## src/rtl/rgu_pkg.sv

```systemverilog
// Shared types and constants for the RGU reset-release sequencer.
package rgu_pkg;

    localparam int RGU_TMR_W      = 16;
    localparam int RGU_DEB_CYCLES = 5;

    typedef enum logic [2:0] {
        SEQ_RESET_HOLD = 3'd0,
        SEQ_WAIT0      = 3'd1,
        SEQ_WAIT1      = 3'd2,
        SEQ_RUN        = 3'd3,
        SEQ_WARM_HOLD  = 3'd4
    } rgu_seq_state_e;

    // Bit positions inside RGU_RST_STATUS; watchdog causes occupy RST_WDT0 upward.
    localparam int RST_POR    = 0;
    localparam int RST_EXT    = 1;
    localparam int RST_SB_WDT = 2;
    localparam int RST_SW     = 3;
    localparam int RST_WDT0   = 4;

endpackage

```

## src/rtl/rgu_sync_deb.sv

```systemverilog
// Input synchroniser for an active-low asynchronous reset request, with an
// optional low-level debounce counter. Output req is active-high.
module rgu_sync_deb #(
    parameter int STAGES     = 2,
    parameter bit DEB_EN     = 1'b0,
    parameter int DEB_CYCLES = 5
) (
    input  logic clk,
    input  logic rst_n,
    input  logic async_n,
    output logic req
);

    logic [STAGES-1:0] sync_q;
    logic [STAGES-1:0] sync_d;
    logic              sync_low;

    always_comb begin
        sync_d = {sync_q[STAGES-2:0], async_n};
    end

    // Flops reset to 1 so a power-on reset never looks like a pending request.
    always_ff @(posedge clk or negedge rst_n) begin
        if (!rst_n) begin
            sync_q <= '1;
        end else begin
            sync_q <= sync_d;
        end
    end

    assign sync_low = ~sync_q[STAGES-1];

    generate
        if (DEB_EN) begin : g_deb
            localparam int CW = (DEB_CYCLES > 1) ? $clog2(DEB_CYCLES) : 1;
            localparam logic [CW-1:0] CNT_MAX = CW'(DEB_CYCLES - 1);

            logic [CW-1:0] cnt_q;
            logic [CW-1:0] cnt_d;

            // Count saturates one short of DEB_CYCLES so req fires on the last low sample.
            always_comb begin
                cnt_d = '0;
                if (sync_low) begin
                    cnt_d = (cnt_q == CNT_MAX) ? cnt_q : cnt_q + CW'(1);
                end
            end

            always_ff @(posedge clk or negedge rst_n) begin
                if (!rst_n) begin
                    cnt_q <= '0;
                end else begin
                    cnt_q <= cnt_d;
                end
            end

            assign req = sync_low & (cnt_q == CNT_MAX);
        end else begin : g_nodeb
            assign req = sync_low;
        end
    endgenerate

endmodule

```

## src/rtl/rgu_rst_seq.sv

```systemverilog
// RGU reset-release sequencer: merges reset sources and walks the sandbox
// (stage 0) then system (stage 1) release with programmable dwell times.
module rgu_rst_seq
    import rgu_pkg::*;
#(
    parameter int TMR_W       = RGU_TMR_W,
    parameter int DEB_CYCLES  = RGU_DEB_CYCLES,
    parameter int SYNC_STAGES = 2,
    parameter int N_WDT       = 4
) (
    input  logic             clk,
    input  logic             sys_pwrgd,
    input  logic             sys_reset_n,
    input  logic             sb_wdt_rst_n,
    input  logic [N_WDT-1:0] wdt_rst_n,
    input  logic             sw_glb_rst,
    input  logic [TMR_W-1:0] timer0_cfg,
    input  logic [TMR_W-1:0] timer1_cfg,
    input  logic [7:0]       status_w1c,
    output logic             stage0_done,
    output logic             stage1_done,
    output logic [7:0]       rst_status,
    output logic [2:0]       seq_state
);

    localparam logic [2:0] ST_RESET_HOLD = SEQ_RESET_HOLD;
    localparam logic [2:0] ST_WAIT0      = SEQ_WAIT0;
    localparam logic [2:0] ST_WAIT1      = SEQ_WAIT1;
    localparam logic [2:0] ST_RUN        = SEQ_RUN;
    localparam logic [2:0] ST_WARM_HOLD  = SEQ_WARM_HOLD;

    logic             ext_req;
    logic             sb_req;
    logic [N_WDT-1:0] wdt_req;
    logic [3:0]       wdt_cause;
    logic             full_req;
    logic             warm_req;

    logic [2:0]       state_q,  state_d;
    logic [TMR_W-1:0] cnt_q,    cnt_d;
    logic [TMR_W-1:0] dwell_q,  dwell_d;
    logic             stage0_q, stage0_d;
    logic             stage1_q, stage1_d;
    logic [7:0]       status_q, status_d;
    logic [7:0]       status_set;
    logic             expired;

    function automatic logic [TMR_W-1:0] load_dwell(input logic [TMR_W-1:0] cfg);
        return (cfg == '0) ? TMR_W'(1) : cfg;
    endfunction

    rgu_sync_deb #(
        .STAGES     (SYNC_STAGES),
        .DEB_EN     (1'b1),
        .DEB_CYCLES (DEB_CYCLES)
    ) u_ext_sync (
        .clk     (clk),
        .rst_n   (sys_pwrgd),
        .async_n (sys_reset_n),
        .req     (ext_req)
    );

    rgu_sync_deb #(
        .STAGES     (SYNC_STAGES),
        .DEB_EN     (1'b0),
        .DEB_CYCLES (1)
    ) u_sb_sync (
        .clk     (clk),
        .rst_n   (sys_pwrgd),
        .async_n (sb_wdt_rst_n),
        .req     (sb_req)
    );

    generate
        for (genvar i = 0; i < N_WDT; i++) begin : g_wdt
            rgu_sync_deb #(
                .STAGES     (SYNC_STAGES),
                .DEB_EN     (1'b0),
                .DEB_CYCLES (1)
            ) u_wdt_sync (
                .clk     (clk),
                .rst_n   (sys_pwrgd),
                .async_n (wdt_rst_n[i]),
                .req     (wdt_req[i])
            );
        end
        // Only four watchdog cause bits exist in the status register.
        for (genvar j = 0; j < 4; j++) begin : g_cause
            if (j < N_WDT) begin : g_used
                assign wdt_cause[j] = wdt_req[j];
            end else begin : g_unused
                assign wdt_cause[j] = 1'b0;
            end
        end
    endgenerate

    assign full_req = ext_req | sb_req | sw_glb_rst;
    assign warm_req = |wdt_req;
    assign expired  = (cnt_q == dwell_q - TMR_W'(1));

    // Full reset outranks everything; within WAIT1 a warm request outranks expiry.
    always_comb begin
        state_d = state_q;
        cnt_d   = cnt_q + TMR_W'(1);
        dwell_d = dwell_q;
        if (full_req) begin
            state_d = ST_RESET_HOLD;
            cnt_d   = '0;
        end else begin
            case (state_q)
                ST_RESET_HOLD: begin
                    cnt_d = '0;
                    if (!warm_req) begin
                        state_d = ST_WAIT0;
                        dwell_d = load_dwell(timer0_cfg);
                    end
                end
                ST_WAIT0: begin
                    if (expired) begin
                        state_d = ST_WAIT1;
                        dwell_d = load_dwell(timer1_cfg);
                        cnt_d   = '0;
                    end
                end
                ST_WAIT1: begin
                    if (warm_req) begin
                        state_d = ST_WARM_HOLD;
                        cnt_d   = '0;
                    end else if (expired) begin
                        state_d = ST_RUN;
                        cnt_d   = '0;
                    end
                end
                ST_RUN: begin
                    cnt_d = '0;
                    if (warm_req) begin
                        state_d = ST_WARM_HOLD;
                    end
                end
                ST_WARM_HOLD: begin
                    cnt_d = '0;
                    if (!warm_req) begin
                        state_d = ST_WAIT1;
                        dwell_d = load_dwell(timer1_cfg);
                    end
                end
                default: begin
                    state_d = ST_RESET_HOLD;
                    cnt_d   = '0;
                end
            endcase
        end
    end

    always_comb begin
        stage0_d = (state_d == ST_WAIT1) || (state_d == ST_RUN) || (state_d == ST_WARM_HOLD);
        stage1_d = (state_d == ST_RUN);
    end

    // A fresh cause set beats a simultaneous write-1-to-clear of the same bit.
    always_comb begin
        status_set = '0;
        if (state_q != ST_RESET_HOLD) begin
            status_set[RST_EXT]    = ext_req;
            status_set[RST_SB_WDT] = sb_req;
            status_set[RST_SW]     = sw_glb_rst;
        end
        if (state_q != ST_WARM_HOLD) begin
            status_set[RST_WDT0 +: 4] = wdt_cause;
        end
        status_d = (status_q & ~status_w1c) | status_set;
    end

    always_ff @(posedge clk or negedge sys_pwrgd) begin
        if (!sys_pwrgd) begin
            state_q  <= ST_RESET_HOLD;
            cnt_q    <= '0;
            dwell_q  <= TMR_W'(1);
            stage0_q <= 1'b0;
            stage1_q <= 1'b0;
            status_q <= 8'h01;
        end else begin
            state_q  <= state_d;
            cnt_q    <= cnt_d;
            dwell_q  <= dwell_d;
            stage0_q <= stage0_d;
            stage1_q <= stage1_d;
            status_q <= status_d;
        end
    end

    assign stage0_done = stage0_q;
    assign stage1_done = stage1_q;
    assign rst_status  = status_q;
    assign seq_state   = state_q;

endmodule
```

## config.mk

```make
export PLATFORM = sky130hd
export DESIGN_NAME = rgu_rst_seq
export DESIGN_NICKNAME = d
export VERILOG_FILES = /design/src/rtl/rgu_pkg.sv /design/src/rtl/rgu_sync_deb.sv /design/src/rtl/rgu_rst_seq.sv
export SDC_FILE = /design/constraint.sdc
export NUM_CORES = 1
export LEC_CHECK = 0
export CAP_MARGIN = 20
export CORE_ASPECT_RATIO = 1.4
export CORE_MARGIN = 1
export CORE_UTILIZATION = 25
export DETAILED_ROUTE_END_ITERATION = 8
export HOLD_SLACK_MARGIN = 0.12
export PLACE_DENSITY_LB_ADDON = 0.12
export SLEW_MARGIN = 10
export SYNTH_ARGS = -nofsm -noshare
export SYNTH_HDL_FRONTEND = slang
export SYNTH_SLANG_ARGS = --single-unit
```

## constraint.sdc

```tcl
create_clock -name clk -period 3.94 [get_ports clk]
set_clock_uncertainty 0.15 [all_clocks]
set_input_delay 0.394 -clock clk [delete_from_list [all_inputs] [get_ports clk]]
set_output_delay 0.394 -clock clk [all_outputs]
set_load 0.05 [all_outputs]
```

# Yosys cells after proc, flatten, opt, wreduce, memory -nomap -nowiden
# Cells that the tools add are included.
# op_classes
n_eq_ne,14
reduce_logical,9
n_bitwise,13
n_mux,22
n_addsub,3
# op_table
op,count
$mux W16,8
$pmux W16 S3,1
$logic_not A16 Y1,2
$pmux W16 S2,1
$mux W3,10
$add A16 B1 Y16 const B,1
$eq A16 B16 Y1,1
$sub A16 B1 Y16 const B,1
$pmux W3 S5,1
$eq A3 B2 Y1 const B,4
$eq A3 B3 Y1 const B,3
$and A8 B8 Y8,1
$not A8 Y8,1
$or A8 B8 Y8,1
$not A1 Y1,7
$ne A2 B2 Y1 const B,3
$reduce_bool A3 Y1,2
$reduce_and A5 Y1,1
$mux W4,1
$reduce_or A4 Y1,1
$add A3 B1 Y3 const B,1
$eq A3 B1 Y1 const B,1
$logic_not A3 Y1,1
$ne A3 B3 Y1 const B,1
other kinds (4),6
# totals
regBits,60
output_inout_bits,13
in_bits,49
wordCells,74

# Logic depth before layout (Yosys ltp)
# Gate-level depths: netlist of the first run.
# logic_depth
ltp_word,9
depth_mapped,11
mapped_depth_nobuf,10

# Hierarchy
# A second synthesis of the first run with hierarchy kept.
# hier_totals
cells_unflattened,331
hier_area_um2,3319.4
# by_module_without_submodules
module,instances,cells_per_inst,area_each_um2,seq_area_each_um2
rgu_rst_seq,1,296,2808.9,1128.6
rgu_sync_deb (g_wdt[0].u_wdt_sync ...),5,3,56.3,52.6
rgu_sync_deb (u_ext_sync),1,20,229.0,127.6

# Worst setup path before layout of the first run
# OpenSTA, ideal clock, no wires.
# synth_path
kind,register -> register
start,register dwell_q[3]
end,register dwell_q[10]
period_less_slack_ns,3.181
setup_ns,0.125
path_slack_ns,0.759
n_path_buf,3
required_ns,3.665
stages_incl_launch_ff,12
t_arrival_ns,2.905
path_cell_list,dfrtp_1 -> buf_6 -> or4_1 -> clkbuf_2 -> or4_1 -> a21oi_1 -> nor3_1 -> nor4_2 -> a31oi_1 -> nor2_4 -> buf_12 -> mux2_4
# synth_between
elab_chain_len,4
# synth_lines
item,line_no,rtl
start: declaration,rgu_rst_seq.sv:41,"logic [TMR_W-1:0] dwell_q, dwell_d;"
start signal: assignment,rgu_rst_seq.sv:185,dwell_q <= dwell_d;
$sub A16 B1 Y16,rgu_rst_seq.sv:99,assign expired = (cnt_q == dwell_q - TMR_W'(1));
$eq A16 B16 Y1,rgu_rst_seq.sv:99,
$ne A2 B2 Y1 (no source line),n/a,
$reduce_and A5 Y1 (no source line),n/a,
# No other way between the ends.
# A chain may end at the register's enable or synchronous reset.

# Final worst setup path of the first run
# layout_path
start,register dwell_q[3]
end,register dwell_q[7]
# The elaborated chain is that of the path after synthesis.

==> impl_metrics.tcl, run 1 <==
set metrics [dict create \
    status "completed" \
    synth-edff-count 0 \
    yosysSeqAreaShare 0.465 \
    syn_area_mm2 0.00326 \
    grt_pass1_vias 2649 \
    seqPwrFrac 0.383 \
    final_hold_viol_count 0 \
    critPathCaptureType "flip-flop" \
    ys_top_cells_by_count "dfrtp_1, nor2_1, xor2_1, xnor2_1, inv_1" \
    tritoncts "yes" \
    io_buffers 61 \
    worst_pin_slew_ns 0.900 \
    fmax_ghz 0.289 \
    synth.distinct_cells 56 \
    power_w 0.00191 \
    syn_to_final_growth_pct 33.7 \
    hp-class "reg -> reg" \
    p_int_w 0.00144 \
    ios 62 \
    clkSinkCount 60 \
    path_buf_inv 1 \
    grt_setup_unrepaired "no" \
    drive_gt1_frac 0.162 \
    antenna_found_initial 0 \
    cts_hold_buf 1 \
    yosys_warnings 0 \
    required_ns 4.00 \
    vdd_drop_max_uv 177 \
    dieArea_mm2 0.0135 \
    min-delay-start "g_wdt[0].u_wdt_sync.sync_q[0]" \
    insertion_delay_ns 0.33 \
    start_util 0.255 \
    drv_cap 0 \
    worst_path_max_delay_cell "or4_1" \
    die_h_um 137 \
    crit_type "reg -> reg" \
    rr_startpoint "dwell_q[3]" \
    first_pass_iters 4 \
    period_minus_slack_ns 3.45 \
    startpoint_type "flip-flop" \
    fp.dieW_um 98.6 \
    power.density_mw_per_mm2 439 \
    post-cts-setup-buffers 0 \
    slowest_delay_ns 0.69 \
    yosysTopAreaCellShare 0.353 \
    path_max_fanout 16 \
    tns_ns 0 \
    switchingPower_w 0.000476 \
    cts_root_buffer "clkbuf_16" \
    crit_start "dwell_q[3]" \
    critPathTopFamily "simple AND/OR/NAND/NOR gates" \
    r2r_cells 9 \
    dpl.hpwl_um 6010 \
    syn_inst 313 \
    routed_wirelength_um 7840 \
    ys.flop_type "dfrtp_1" \
    wl_per_cell_um 14.6 \
    n_fill_cell 1291 \
    drt_iter0_markers 76 \
    core-area_mm2 0.0128 \
    r2r_slack_ns 0.49 \
    maxSlewHeadroom 0.400 \
    yosys.area.top_type "dfrtp_1" \
    postRouteAntennaNets 0 \
    setup_violations 0 \
    p_comb_frac 0.164 \
    synth_async_sr_flop_share 1.00 \
    clkPwrFrac 0.453 \
    remaining_drc_errors 0 \
    cts_inserted_buffers 9 \
    rows 49 \
    htreeDepth 3 \
    clk_pin_slew_ns 0.05 \
    grt_pass1_wl_um 13000 \
    num_antenna_cells 0 \
    drv_slew 0 \
    worstPathArrival_ns 3.51 \
    fin_nets 431 \
    vias 2514 \
    path_cells "or4_1, o41ai_1, a21boi_0, nand4_1, nor4_2, a31oi_1, nor2_4, buf_4, mux2_2" \
    place.gp.congestion 0.745 \
    grt_max_degree 40 \
    finalCritPeriodShare 0.877 \
    cts_resized 0 \
    netlist_top_cells_area "dfrtp_1, dfstp_2, xor2_1" \
    ys_ff_latch 60 \
    synth.most_common_cell "dfrtp_1" \
    synth_fp_nets 366 \
    syn_avg_cell_area_um2 10.4 \
    cp.depth 9 \
    p_leak_nw 1.78 \
    grt_usage 0.126 \
    grt.overflow.total 0 \
    clock_path_buffers 2 \
    holdPathStages 0 \
    post_drt_via_cell_ratio 4.69 \
    switching_share 0.249 \
]
==> flip-flops by register name, indices dropped and copies added (netlist names) <==
name and cells:
u_sb_sync.sync_q 2, dwell_q 16, cnt_q 16, stage0_done 1, g_wdt.u_wdt_sync.sync_q 8, stage1_done 1
u_ext_sync.sync_q 2, u_ext_sync.g_deb.cnt_q 3, rst_status 8, seq_state 3
==> logic make-up (layout without fill, tap and decap cells) <==
logic type               Yosys count  count (layout)  synth area share
AND/OR/NAND/NOR                  121             121             0.205
multiplexers                      22              22            0.0855
buffers and inverters             27              97            0.0403
adder cells (fa/ha/maj)            4               4            0.0153
flip-flops                        60              60             0.465
XOR/XNOR                          33              33            0.0886
AO/OA/AOI/OAI                     46              46            0.0997
==> worst register-to-register path, cell delays in order (launching register included) <==
cell and delay (ns):
dfrtp_1 0.45, or4_1 0.69, o41ai_1 0.45, a21boi_0 0.22, nand4_1 0.13, nor4_2 0.29
a31oi_1 0.18, nor2_4 0.11, buf_4 0.28, mux2_2 0.37
==> layout make-up <==
type / instances / area, um^2 / share of cell area
flip-flops and latches: 60 / 1520 / 0.348
multi-input cells: 226 / 1610 / 0.370
repair buffers: 66 / 646 / 0.148
well taps: 153 / 191 / 0.0439
inverters: 15 / 56.3 / 0.0129
clock inverters: 4 / 70.1 / 0.0161
clock buffers: 12 / 267 / 0.0611
==> layout by cell type, fill, tap and decap left out, types with 12 or more instances in the layout <==
cell and count:
nand3_1 12, dfrtp_1 46, nor3_1 13, dfstp_2 14
nand2_1 12, xnor2_1 16, xor2_1 17, nor2_1 31
inv_1 15, clkdlybuf4s50_1 60, nor4_1 13
==> per-stage QoR <==
stage / instances / instance area [um^2] / utilization / setup slack, ns / hold slack, ns
after floorplan: 313 / 3260 / - / 0.759 / -0.0516
after global placement: 519 / 4020 / 0.313 / 0.556 / 0.196
after detailed placement: 519 / 4020 / 0.313 / 0.469 / 0.197
after CTS: 536 / 4360 / 0.340 / 0.454 / 0.205
after global routing: 536 / 4360 / 0.340 / 0.0701 / 0.207
final: 536 / 4360 / 0.340 / 0.486 / 0.203
==> power by group through the flow <==
stage	clock network, W	logic (W)	registers (W)
after global routing	0.000912	0.000350	0.000743
after CTS	0.000891	0.000319	0.000733
final	0.000866	0.000314	0.000733
after floorplan	0	0.000215	0.000723
after global placement	0	0.000315	0.000741
after detailed placement	0	0.000316	0.000744
==> metal layers <==
layer | GRT usage | part of all wire
met4 | 0.0630 | 0.021
met3 | 0.0233 | 0.040
met5 | 0 | 0
met1 | 0.147 | 0.45
met2 | 0.223 | 0.49
==> final timing paths <==
check,end
setup reg to reg,dwell_q[7]
min in group asynchronous,rst_status[4]
hold / removal,g_wdt[0].u_wdt_sync.sync_q[1]
setup / recovery,dwell_q[7]
max in group asynchronous,rst_status[0]
hold reg to reg,g_wdt[0].u_wdt_sync.sync_q[1]
Power figures use the tool's default switching activity.
==> inputs of run 2 (changes only) <==
Settings changed: GPL_ROUTABILITY_DRIVEN set to 0.
==> results of run 2 <==
Final layout, timing and power as in run 1 (identical DEF).
